[src/rtl/wb_arb_pkg.sv]
// Shared defaults and types for the register-file write-port arbiter.
package wb_arb_pkg;

    localparam int WB_DATA_W = 32;
    localparam int WB_ADDR_W = 5;

    typedef struct packed {
        logic [WB_ADDR_W-1:0] rd;
        logic [WB_DATA_W-1:0] data;
    } wb_req_t;

    // A one-entry FIFO still needs a one-bit pointer.
    function automatic int ptr_width(input int depth);
        return (depth > 1) ? $clog2(depth) : 1;
    endfunction

endpackage

[src/rtl/wb_port_arbiter_if.sv]
// Bus bundle between the pipeline/multi-cycle unit (master) and the write-port arbiter (slave).
interface wb_port_arbiter_if
    import wb_arb_pkg::*;
#(
    parameter int DATA_W = WB_DATA_W,
    parameter int ADDR_W = WB_ADDR_W
);

    logic                   wb0_en;
    logic [ADDR_W-1:0]      wb0_rd;
    logic [DATA_W-1:0]      wb0_data;
    logic                   mc_valid;
    logic                   mc_ready;
    logic [ADDR_W-1:0]      mc_rd;
    logic [DATA_W-1:0]      mc_data;
    logic                   rf_wb_en;
    logic [ADDR_W-1:0]      rf_rd_index;
    logic [DATA_W-1:0]      rf_wb_data;
    logic [2**ADDR_W-1:0]   pending_mask;
    logic                   stall_o;

    modport master (
        output wb0_en, wb0_rd, wb0_data, mc_valid, mc_rd, mc_data,
        input  mc_ready, rf_wb_en, rf_rd_index, rf_wb_data, pending_mask, stall_o
    );

    modport slave (
        input  wb0_en, wb0_rd, wb0_data, mc_valid, mc_rd, mc_data,
        output mc_ready, rf_wb_en, rf_rd_index, rf_wb_data, pending_mask, stall_o
    );

endinterface

[src/rtl/wb_fifo.sv]
// Synchronous FIFO for multi-cycle results; exposes per-entry valid/rd for the pending mask.
module wb_fifo
    import wb_arb_pkg::*;
#(
    parameter int DATA_W = WB_DATA_W,
    parameter int ADDR_W = WB_ADDR_W,
    parameter int DEPTH  = 2
) (
    input  logic                         clk,
    input  logic                         rst,
    input  logic                         i_push,
    input  logic [ADDR_W-1:0]            i_rd,
    input  logic [DATA_W-1:0]            i_data,
    input  logic                         i_pop,
    output logic                         o_full,
    output logic                         o_empty,
    output logic [ADDR_W-1:0]            o_head_rd,
    output logic [DATA_W-1:0]            o_head_data,
    output logic [DEPTH-1:0]             o_ent_vld,
    output logic [DEPTH-1:0][ADDR_W-1:0] o_ent_rd
);

    localparam int PTR_W = ptr_width(DEPTH);
    localparam int CNT_W = $clog2(DEPTH + 1);

    logic [PTR_W-1:0]             r_wr_ptr;
    logic [PTR_W-1:0]             r_rd_ptr;
    logic [CNT_W-1:0]             r_count;
    logic [DEPTH-1:0]             r_vld;
    logic [DEPTH-1:0][ADDR_W-1:0] r_rd_mem;
    logic [DATA_W-1:0]            r_data_mem [DEPTH];

    function automatic logic [PTR_W-1:0] ptr_inc(input logic [PTR_W-1:0] p);
        return (p == PTR_W'(DEPTH - 1)) ? '0 : p + 1'b1;
    endfunction

    always_ff @(posedge clk) begin
        if (rst) begin
            r_wr_ptr <= '0;
            r_rd_ptr <= '0;
            r_count  <= '0;
            r_vld    <= '0;
        end else begin
            if (i_push) r_wr_ptr <= ptr_inc(r_wr_ptr);
            if (i_pop)  r_rd_ptr <= ptr_inc(r_rd_ptr);
            case ({i_push, i_pop})
                2'b10:   r_count <= r_count + 1'b1;
                2'b01:   r_count <= r_count - 1'b1;
                default: r_count <= r_count;
            endcase
            // Read and write slots never coincide while both are active (empty/full exclude it).
            for (int i = 0; i < DEPTH; i++) begin
                if (i_pop && (r_rd_ptr == PTR_W'(i)))  r_vld[i] <= 1'b0;
                if (i_push && (r_wr_ptr == PTR_W'(i))) r_vld[i] <= 1'b1;
            end
        end
    end

    always_ff @(posedge clk) begin
        if (i_push) begin
            r_rd_mem[r_wr_ptr]   <= i_rd;
            r_data_mem[r_wr_ptr] <= i_data;
        end
    end

    assign o_full      = (r_count == CNT_W'(DEPTH));
    assign o_empty     = (r_count == '0);
    assign o_head_rd   = r_rd_mem[r_rd_ptr];
    assign o_head_data = r_data_mem[r_rd_ptr];
    assign o_ent_vld   = r_vld;
    assign o_ent_rd    = r_rd_mem;

endmodule

[src/rtl/wb_port_arbiter.sv]
// Register-file write-port arbiter: pipeline WB has priority, multi-cycle results queue and
// drain into idle slots; a starvation counter requests a WB bubble when the queue is stuck.
module wb_port_arbiter
    import wb_arb_pkg::*;
#(
    parameter int DATA_W       = WB_DATA_W,
    parameter int ADDR_W       = WB_ADDR_W,
    parameter int DEPTH        = 2,
    parameter int STARVE_LIMIT = 4
) (
    input  logic              clk,
    input  logic              rst,
    wb_port_arbiter_if.slave  bus
);

    localparam int SCNT_W = $clog2(STARVE_LIMIT + 1);

    logic                         w_a_busy;
    logic                         w_push;
    logic                         w_pop;
    logic                         w_full;
    logic                         w_empty;
    logic [ADDR_W-1:0]            w_head_rd;
    logic [DATA_W-1:0]            w_head_data;
    logic [DEPTH-1:0]             w_ent_vld;
    logic [DEPTH-1:0][ADDR_W-1:0] w_ent_rd;
    logic [2**ADDR_W-1:0]         w_mask;
    logic [SCNT_W-1:0]            r_starve_cnt;

    assign w_a_busy     = bus.wb0_en && (bus.wb0_rd != '0);
    assign w_pop        = !rst && !w_a_busy && !w_empty;
    assign bus.mc_ready = !rst && !w_full;
    // Results targeting x0 are accepted but never enqueued.
    assign w_push       = bus.mc_valid && bus.mc_ready && (bus.mc_rd != '0);

    wb_fifo #(
        .DATA_W (DATA_W),
        .ADDR_W (ADDR_W),
        .DEPTH  (DEPTH)
    ) u_fifo (
        .clk         (clk),
        .rst         (rst),
        .i_push      (w_push),
        .i_rd        (bus.mc_rd),
        .i_data      (bus.mc_data),
        .i_pop       (w_pop),
        .o_full      (w_full),
        .o_empty     (w_empty),
        .o_head_rd   (w_head_rd),
        .o_head_data (w_head_data),
        .o_ent_vld   (w_ent_vld),
        .o_ent_rd    (w_ent_rd)
    );

    always_comb begin
        bus.rf_wb_en    = 1'b0;
        bus.rf_rd_index = w_head_rd;
        bus.rf_wb_data  = w_head_data;
        if (!rst) begin
            if (w_a_busy) begin
                bus.rf_wb_en    = 1'b1;
                bus.rf_rd_index = bus.wb0_rd;
                bus.rf_wb_data  = bus.wb0_data;
            end else if (!w_empty) begin
                bus.rf_wb_en = 1'b1;
            end
        end
    end

    always_ff @(posedge clk) begin
        if (rst) begin
            r_starve_cnt <= '0;
        end else if (w_pop) begin
            r_starve_cnt <= '0;
        end else if (!w_empty && w_a_busy && (r_starve_cnt != SCNT_W'(STARVE_LIMIT))) begin
            r_starve_cnt <= r_starve_cnt + 1'b1;
        end
    end

    assign bus.stall_o = !rst && (r_starve_cnt == SCNT_W'(STARVE_LIMIT));

    always_comb begin
        w_mask = '0;
        for (int i = 0; i < DEPTH; i++) begin
            if (w_ent_vld[i]) w_mask[w_ent_rd[i]] = 1'b1;
        end
    end

    assign bus.pending_mask = rst ? '0 : w_mask;

    a_no_wb0_during_stall: assert property (@(posedge clk) disable iff (rst)
        !(bus.stall_o && w_a_busy));
    a_no_x0_write: assert property (@(posedge clk) disable iff (rst)
        !(bus.rf_wb_en && (bus.rf_rd_index == '0)));

endmodule

[src/flat_wrapper.sv]
// flat-port wrapper written by rule: the top's interface ports become plain ports
module wb_port_arbiter_flat import wb_arb_pkg::*;
#(
    parameter int DATA_W       = WB_DATA_W,
    parameter int ADDR_W       = WB_ADDR_W,
    parameter int DEPTH        = 2,
    parameter int STARVE_LIMIT = 4
)
  (clk, rst, bus_wb0_en, bus_wb0_rd, bus_wb0_data, bus_mc_valid, bus_mc_rd, bus_mc_data, bus_mc_ready, bus_rf_wb_en, bus_rf_rd_index, bus_rf_wb_data, bus_pending_mask, bus_stall_o);
  wb_port_arbiter_if #(.DATA_W(DATA_W), .ADDR_W(ADDR_W)) bus_i ();
  input  logic clk;
  input  logic rst;
  input wire logic [$bits(bus_i.wb0_en)-1:0] bus_wb0_en;
  input wire logic [$bits(bus_i.wb0_rd)-1:0] bus_wb0_rd;
  input wire logic [$bits(bus_i.wb0_data)-1:0] bus_wb0_data;
  input wire logic [$bits(bus_i.mc_valid)-1:0] bus_mc_valid;
  input wire logic [$bits(bus_i.mc_rd)-1:0] bus_mc_rd;
  input wire logic [$bits(bus_i.mc_data)-1:0] bus_mc_data;
  output wire logic [$bits(bus_i.mc_ready)-1:0] bus_mc_ready;
  output wire logic [$bits(bus_i.rf_wb_en)-1:0] bus_rf_wb_en;
  output wire logic [$bits(bus_i.rf_rd_index)-1:0] bus_rf_rd_index;
  output wire logic [$bits(bus_i.rf_wb_data)-1:0] bus_rf_wb_data;
  output wire logic [$bits(bus_i.pending_mask)-1:0] bus_pending_mask;
  output wire logic [$bits(bus_i.stall_o)-1:0] bus_stall_o;
  assign bus_i.wb0_en = bus_wb0_en;
  assign bus_i.wb0_rd = bus_wb0_rd;
  assign bus_i.wb0_data = bus_wb0_data;
  assign bus_i.mc_valid = bus_mc_valid;
  assign bus_i.mc_rd = bus_mc_rd;
  assign bus_i.mc_data = bus_mc_data;
  assign bus_mc_ready = bus_i.mc_ready;
  assign bus_rf_wb_en = bus_i.rf_wb_en;
  assign bus_rf_rd_index = bus_i.rf_rd_index;
  assign bus_rf_wb_data = bus_i.rf_wb_data;
  assign bus_pending_mask = bus_i.pending_mask;
  assign bus_stall_o = bus_i.stall_o;
  wb_port_arbiter #(.DATA_W(DATA_W), .ADDR_W(ADDR_W), .DEPTH(DEPTH), .STARVE_LIMIT(STARVE_LIMIT)) u_core (.clk(clk), .rst(rst), .bus(bus_i));
endmodule
[config.mk]
export PLATFORM = sky130hd
export DESIGN_NAME = wb_port_arbiter_flat
export DESIGN_NICKNAME = d
export VERILOG_FILES = /design/src/rtl/wb_arb_pkg.sv /design/src/rtl/wb_port_arbiter_if.sv /design/src/rtl/wb_fifo.sv /design/src/rtl/wb_port_arbiter.sv /design/src/flat_wrapper.sv
export SDC_FILE = /design/constraint.sdc
export NUM_CORES = 1
export LEC_CHECK = 0
export CAP_MARGIN = 15
export CORE_UTILIZATION = 49
export DETAILED_ROUTE_END_ITERATION = 12
export GPL_ROUTABILITY_DRIVEN = 0
export HOLD_SLACK_MARGIN = 0.05
export PLACE_DENSITY = 0.84
export SLEW_MARGIN = 15
export SYNTH_ARGS = -nofsm -noshare
export SYNTH_HDL_FRONTEND = slang
export SYNTH_SLANG_ARGS = --single-unit
[constraint.sdc]
create_clock -name clk -period 4.48 [get_ports clk]
set_clock_uncertainty 0.1 [all_clocks]
set_input_delay 0.448 -clock clk [delete_from_list [all_inputs] [get_ports clk]]
set_output_delay 0.448 -clock clk [all_outputs]
set_load 0.02 [all_outputs]
After elaboration in Yosys (flattened, before gate mapping)
Memories as Yosys holds them, arrays and structs flattened. A register that Yosys moved wholly into a read port is not among the register bits.
Index checks and enable logic that the tools add are counted.
{ "totals": {"reg_bits": 19, "ramBits": 64, "in_bits": 78, "output_inout_bits": 72, "n_memories": 1} }
{ "op_classes": {"addsub": 5, "n_lt_le_gt_ge": 7, "eq_ne": 5, "n_mux": 30, "bitwise": 3, "reduce_logical": 27} }
{ "memory_table": {"columns": ["name", "depth", "width", "read_ports", "rd_clocked_by_memory_dff", "write_ports", "line_no", "source"], "rows": [
  ["u_core.u_fifo.r_data_mem", 2, 32, 1, 1, 1, "wb_fifo.sv:31", "logic [DATA_W-1:0] r_data_mem [DEPTH];"]
]} }
{ "op_table": {"columns": ["cell", "count"], "rows": [
  ["$mux 32", 5],
  ["$or 32x32->32", 1],
  ["$mux 5", 5],
  ["$logic_and 1x1->1", 16],
  ["$mux 1", 15],
  ["$lt 5x6->1 const B", 2],
  ["$bwmux 10", 1],
  ["$demux 1 s5", 2],
  ["$ge 5x1->1 const B", 2],
  ["$reduce_bool 5->1", 2],
  ["$reduce_bool 2->1", 3],
  ["$demux 5 s1", 1],
  ["$eq 2x2->1 const B", 2],
  ["$logic_not 1->1", 4],
  ["$lt 1x2->1 const B", 2],
  ["$pmux 2 s2", 1],
  ["$add 3x1->3 const B", 1],
  ["$eq 3x3->1 const B", 1],
  ["$ne 3x3->1 const B", 1],
  ["$add 1x1->1 const B", 2],
  ["$add 2x1->2 const B", 1],
  ["$eq 2x1->1 const B", 1],
  ["$logic_not 2->1", 1],
  ["$not 1->1", 2],
  ["3 further kinds", 3]
]} }

Depth between registers and ports, before layout
{ "depth": {"depth_word": 8, "mapped_depth": 7, "mapped_depth_nobuf": 7} }

Modules after synthesis
From an unflattened synthesis, not the netlist that was laid out.
{ "hier_totals": {"cells_unflattened": 323, "area_unflattened_um2": 4290.4} }
{ "modules_own_cells": {"columns": ["module", "n_inst", "cells_per_inst", "area_per_inst_um2", "seq_area_each_um2"], "rows": [
  ["wb_fifo", 1, 149, 2971.6, 2362.3],
  ["wb_port_arbiter", 1, 174, 1318.8, 60.1]
]} }

Worst setup path before layout
Ideal clock, no wire load.
{ "synth_path": {"path_type": "input to register", "start": "input rst", "end": "register u_core.u_fifo.r_rd_mem, in the netlist u_core.u_fifo.o_ent_rd[0], enable pin", "setup_ns": 0.431, "t_arrival_ns": 2.710, "required_ns": 3.949, "setup_slack_ns": 1.239, "path_stages": 4, "n_path_buf": 1, "cell_sequence": "clkbuf_1 -> a21oi_2 -> nand3_1 -> nor2_1"} }
{ "synth_between": {"elab_chain_len": 4} }
{ "synth_lines": {"columns": ["element", "line_no", "source"], "rows": [
  ["start: declaration", "flat_wrapper.sv:12", "input logic rst;"],
  ["$logic_not 1->1", "wb_port_arbiter.sv:32", "assign bus.mc_ready = !rst && !w_full;"],
  ["$logic_and 1x1->1", "wb_port_arbiter.sv:32", null],
  ["via bus_mc_ready", "flat_wrapper.sv:19", "output wire logic [$bits(bus_i.mc_ready)-1:0] bus_mc_ready;"],
  ["$logic_and 1x1->1 (2 in series)", "wb_port_arbiter.sv:34", "assign w_push = bus.mc_valid && bus.mc_ready && (bus.mc_rd != '0);"],
  ["end signal: indexed assignment", "wb_fifo.sv:61", "r_rd_mem[r_wr_ptr] <= i_rd;"],
  ["end: declaration", "wb_fifo.sv:30", "logic [DEPTH-1:0][ADDR_W-1:0] r_rd_mem;"]
]} }
The timed path passes the listed nets, and every way through them passes these cells.
A chain may end at the register's enable or synchronous reset.

Worst setup path after layout
{ "layout_path": {"start": "input rst", "end": "output bus_rf_wb_data[31]"} }
{ "layout_between": {"elab_chain_len": 1} }
{ "layout_lines": {"columns": ["element", "line_no", "source"], "rows": [
  ["$mux 32", "wb_port_arbiter.sv:59", "if (!rst) begin"],
  ["end: declaration", "flat_wrapper.sv:22", "output wire logic [$bits(bus_i.rf_wb_data)-1:0] bus_rf_wb_data;"]
]} }
Every way passes these cells.

==> impl_metrics.tcl <==
set metrics [dict create \
    critical_path_required_ps 3930 \
    finalWorstSetupSlack_ps 1120 \
    hpwlAfterDp_um 7250 \
    fin_nets 589 \
    min_period_ps 3360 \
    critPathCaptureType "primary output" \
    powerDensity_nw_per_um2 333 \
    synth_area_leaders "edfxtp_1 53%, mux2i_1 9.1%, a22oi_1 5.7%, dfxtp_1 4.8%, nor2_1 4.3%" \
    min_path_type "register to register" \
    die_w_um 94.4 \
    yosysMostFrequentCell "edfxtp_1" \
    tightest_slew_ps 1080 \
    ioPinCount 150 \
    syn_area_um2 4180 \
    grtUsageTotal_pct 23.5 \
    clkLatencyLatePin_ps 340 \
    drv_slew 0 \
    maxCapViolCount 0 \
    wl_per_cell_um 16.1 \
    p_int_mw 1.44 \
    multi_input_area_um2 1600 \
    die_h_um 94.4 \
    yosysSeqAreaShare_pct 57.9 \
    ys.flop_type "edfxtp_1" \
    drcViolationCount 0 \
    final-setup-viol-count 0 \
    num_rows 33 \
    drt_iter0_drc 151 \
    preCtsSetupSlack_ps 1120 \
    critPathKind "primary input to primary output" \
    finalCritPeriodShare_pct 75.0 \
    grt_max_degree 72 \
    syn2layout_area_growth_pct 41.5 \
    ys_types 34 \
    cts.repair.resized 0 \
    routed_via_density 5.46 \
    cp_max_fo 71 \
    status "finished clean" \
    fp.dieArea_um2 8910 \
    dr.pass1.iters 5 \
    initial_core_util_pct 50.7 \
    rsz0062_at_grt "no" \
    timing.max_slew.rel_slack_pct 28.1 \
    fin_util_pct 71.7 \
    avgSynthCellArea_um2 11.2 \
    post-synth-top-area-cell "edfxtp_1" \
    cts_tree "yes" \
    power.leakage_nw 1.94 \
    cts.path.max_buffers 2 \
    hold_slack_ps 419 \
    drt-total-wl_um 9970 \
    fin_area_um2 5920 \
    clkPwrFrac_pct 29.9 \
    ys_warn_count 0 \
    ctsRootBufferMaster "clkbuf_8" \
    syn_inst 373 \
    synth-seq-cells 84 \
    placed_cell_area_um2 5700 \
    cts_made_buffers 9 \
    vias 3375 \
    clock.fmax_mhz 298 \
    cts.sinks 84 \
    synth_nets 454 \
    cp-start-kind "primary input" \
    core_um2 8260 \
    pwr-share-comb_pct 21.8 \
    final.setup.tns_ps 0 \
    hold_buffers 0 \
    portBuffers 149 \
    register_area_um2 2420 \
    pwr-share-seq_pct 48.3 \
    ir_worst_vdd_v 0.000209 \
    gr-total-overflow 0 \
    ys_async_sr_fraction_pct 0 \
    h-tree-depth 3 \
    path_clk_slew_ps 80 \
    p_sw_uw 532 \
    hold_viol 0 \
    fill_cells 588 \
    synth-edff-count 74 \
    ant_nets 0 \
    post_cts_buffers 0 \
    grt_first_pass_wirelength_um 15700 \
    synth_top_area_share_pct 53.1 \
    drive_gt1_share_pct 5.85 \
    n_antenna_cell 0 \
    antenna_found_initial 0 \
    swShare_pct 27.0 \
    grt_pass1_vias 3389 \
    cp.arrival_ps 2810 \
    synth.top_cells.by_count "74 x edfxtp_1, 48 x nor2_1, 45 x nand2_1" \
]
-- critical path, cell delays in order --
cell             delay, ps
clkdlybuf4s50_1        680
nand2b_1               310
a21oi_4                190
buf_12                 280
nand2_1                 90
o21ai_0                100
clkdlybuf4s50_1        670
-- power by group through the flow --
stage / clock network (mW) / logic [mW] / registers (mW)
floorplan: 0 / 0.253 / 0.932
CTS: 0.600 / 0.432 / 0.952
global route: 0.640 / 0.458 / 0.958
detailed placement: 0 / 0.429 / 0.970
finish: 0.588 / 0.429 / 0.952
global placement: 0 / 0.417 / 0.966
-- logic make-up (layout without fill, tap and decap cells) --
logic type / after synthesis / after routing / synth area share (%)
simple gates: 127 / 127 / 14.4
buf+inv: 33 / 173 / 4.34
compound gates: 85 / 85 / 12.7
fa+ha+maj: 3 / 3 / 0.897
flops: 84 / 84 / 57.9
xor+xnor: 3 / 3 / 0.628
mux: 38 / 38 / 9.09
-- cells in the final DEF (no fill, tap or decap), types with 9 or more instances in the layout --
master	count
clkdlybuf4s50_1	149
nor2_1	47
o21ai_0	18
dfxtp_1	9
mux2i_1	38
a22oi_1	32
nand2_1	45
edfxtp_1	74
clkbuf_8	9
o21ai_1	23
-- registers in the layout (all words and copies together), names as in the netlist, named ones only --
register and count:
u_core.u_fifo.r_wr_ptr 1, u_core.u_fifo.o_ent_rd 10, u_core.r_starve_cnt 3, u_core.u_fifo.r_data_mem 64
u_core.u_fifo.r_count 2, u_core.u_fifo.r_rd_ptr 1, u_core.u_fifo.o_ent_vld 2
-- per-layer routing --
| metal | GRT usage, % | up-vias | routed length, um |
|---|---|---|---|
| li1 | - | 1629 | - |
| met1 | 27.2 | 1582 | 3980 |
| met2 | 41.2 | 145 | 5100 |
| met3 | 5.64 | 19 | 683 |
| met4 | 10.1 | 0 | 200 |
| met5 | 0 | - | 0 |
-- path summary, 6_finish.rpt --
check             slack (ps)                              to                startpoint  cells after the start
hold reg to reg          420          u_core.r_starve_cnt[0]    u_core.r_starve_cnt[0]                      2
hold / removal           420          u_core.r_starve_cnt[0]    u_core.r_starve_cnt[0]                      2
setup reg to reg        2120  u_core.u_fifo.r_data_mem[0][9]  u_core.u_fifo.r_count[0]                      4
setup / recovery        1120              bus_rf_wb_data[31]                       rst                      7
-- area by class of cell --
| type | count | area share, % |
|---|---|---|
| Clock buffer | 9 | 2.09 |
| Clock inverter | 7 | 1.65 |
| Inverter | 5 | 0.317 |
| Multi-Input combinational cell | 256 | 27.0 |
| Sequential cell | 84 | 40.9 |
| Tap cell | 105 | 2.22 |
| Timing Repair Buffer | 152 | 25.8 |
-- stage by stage --
stage          instances  power (mW)
6_report             618        1.97
5_1_grt              618        2.06
4_1_cts              618        1.98
3_5_place_dp         602        1.40
3_3_place_gp         602        1.38
2_1_floorplan        373        1.19
(Power assumes the default switching activity.)
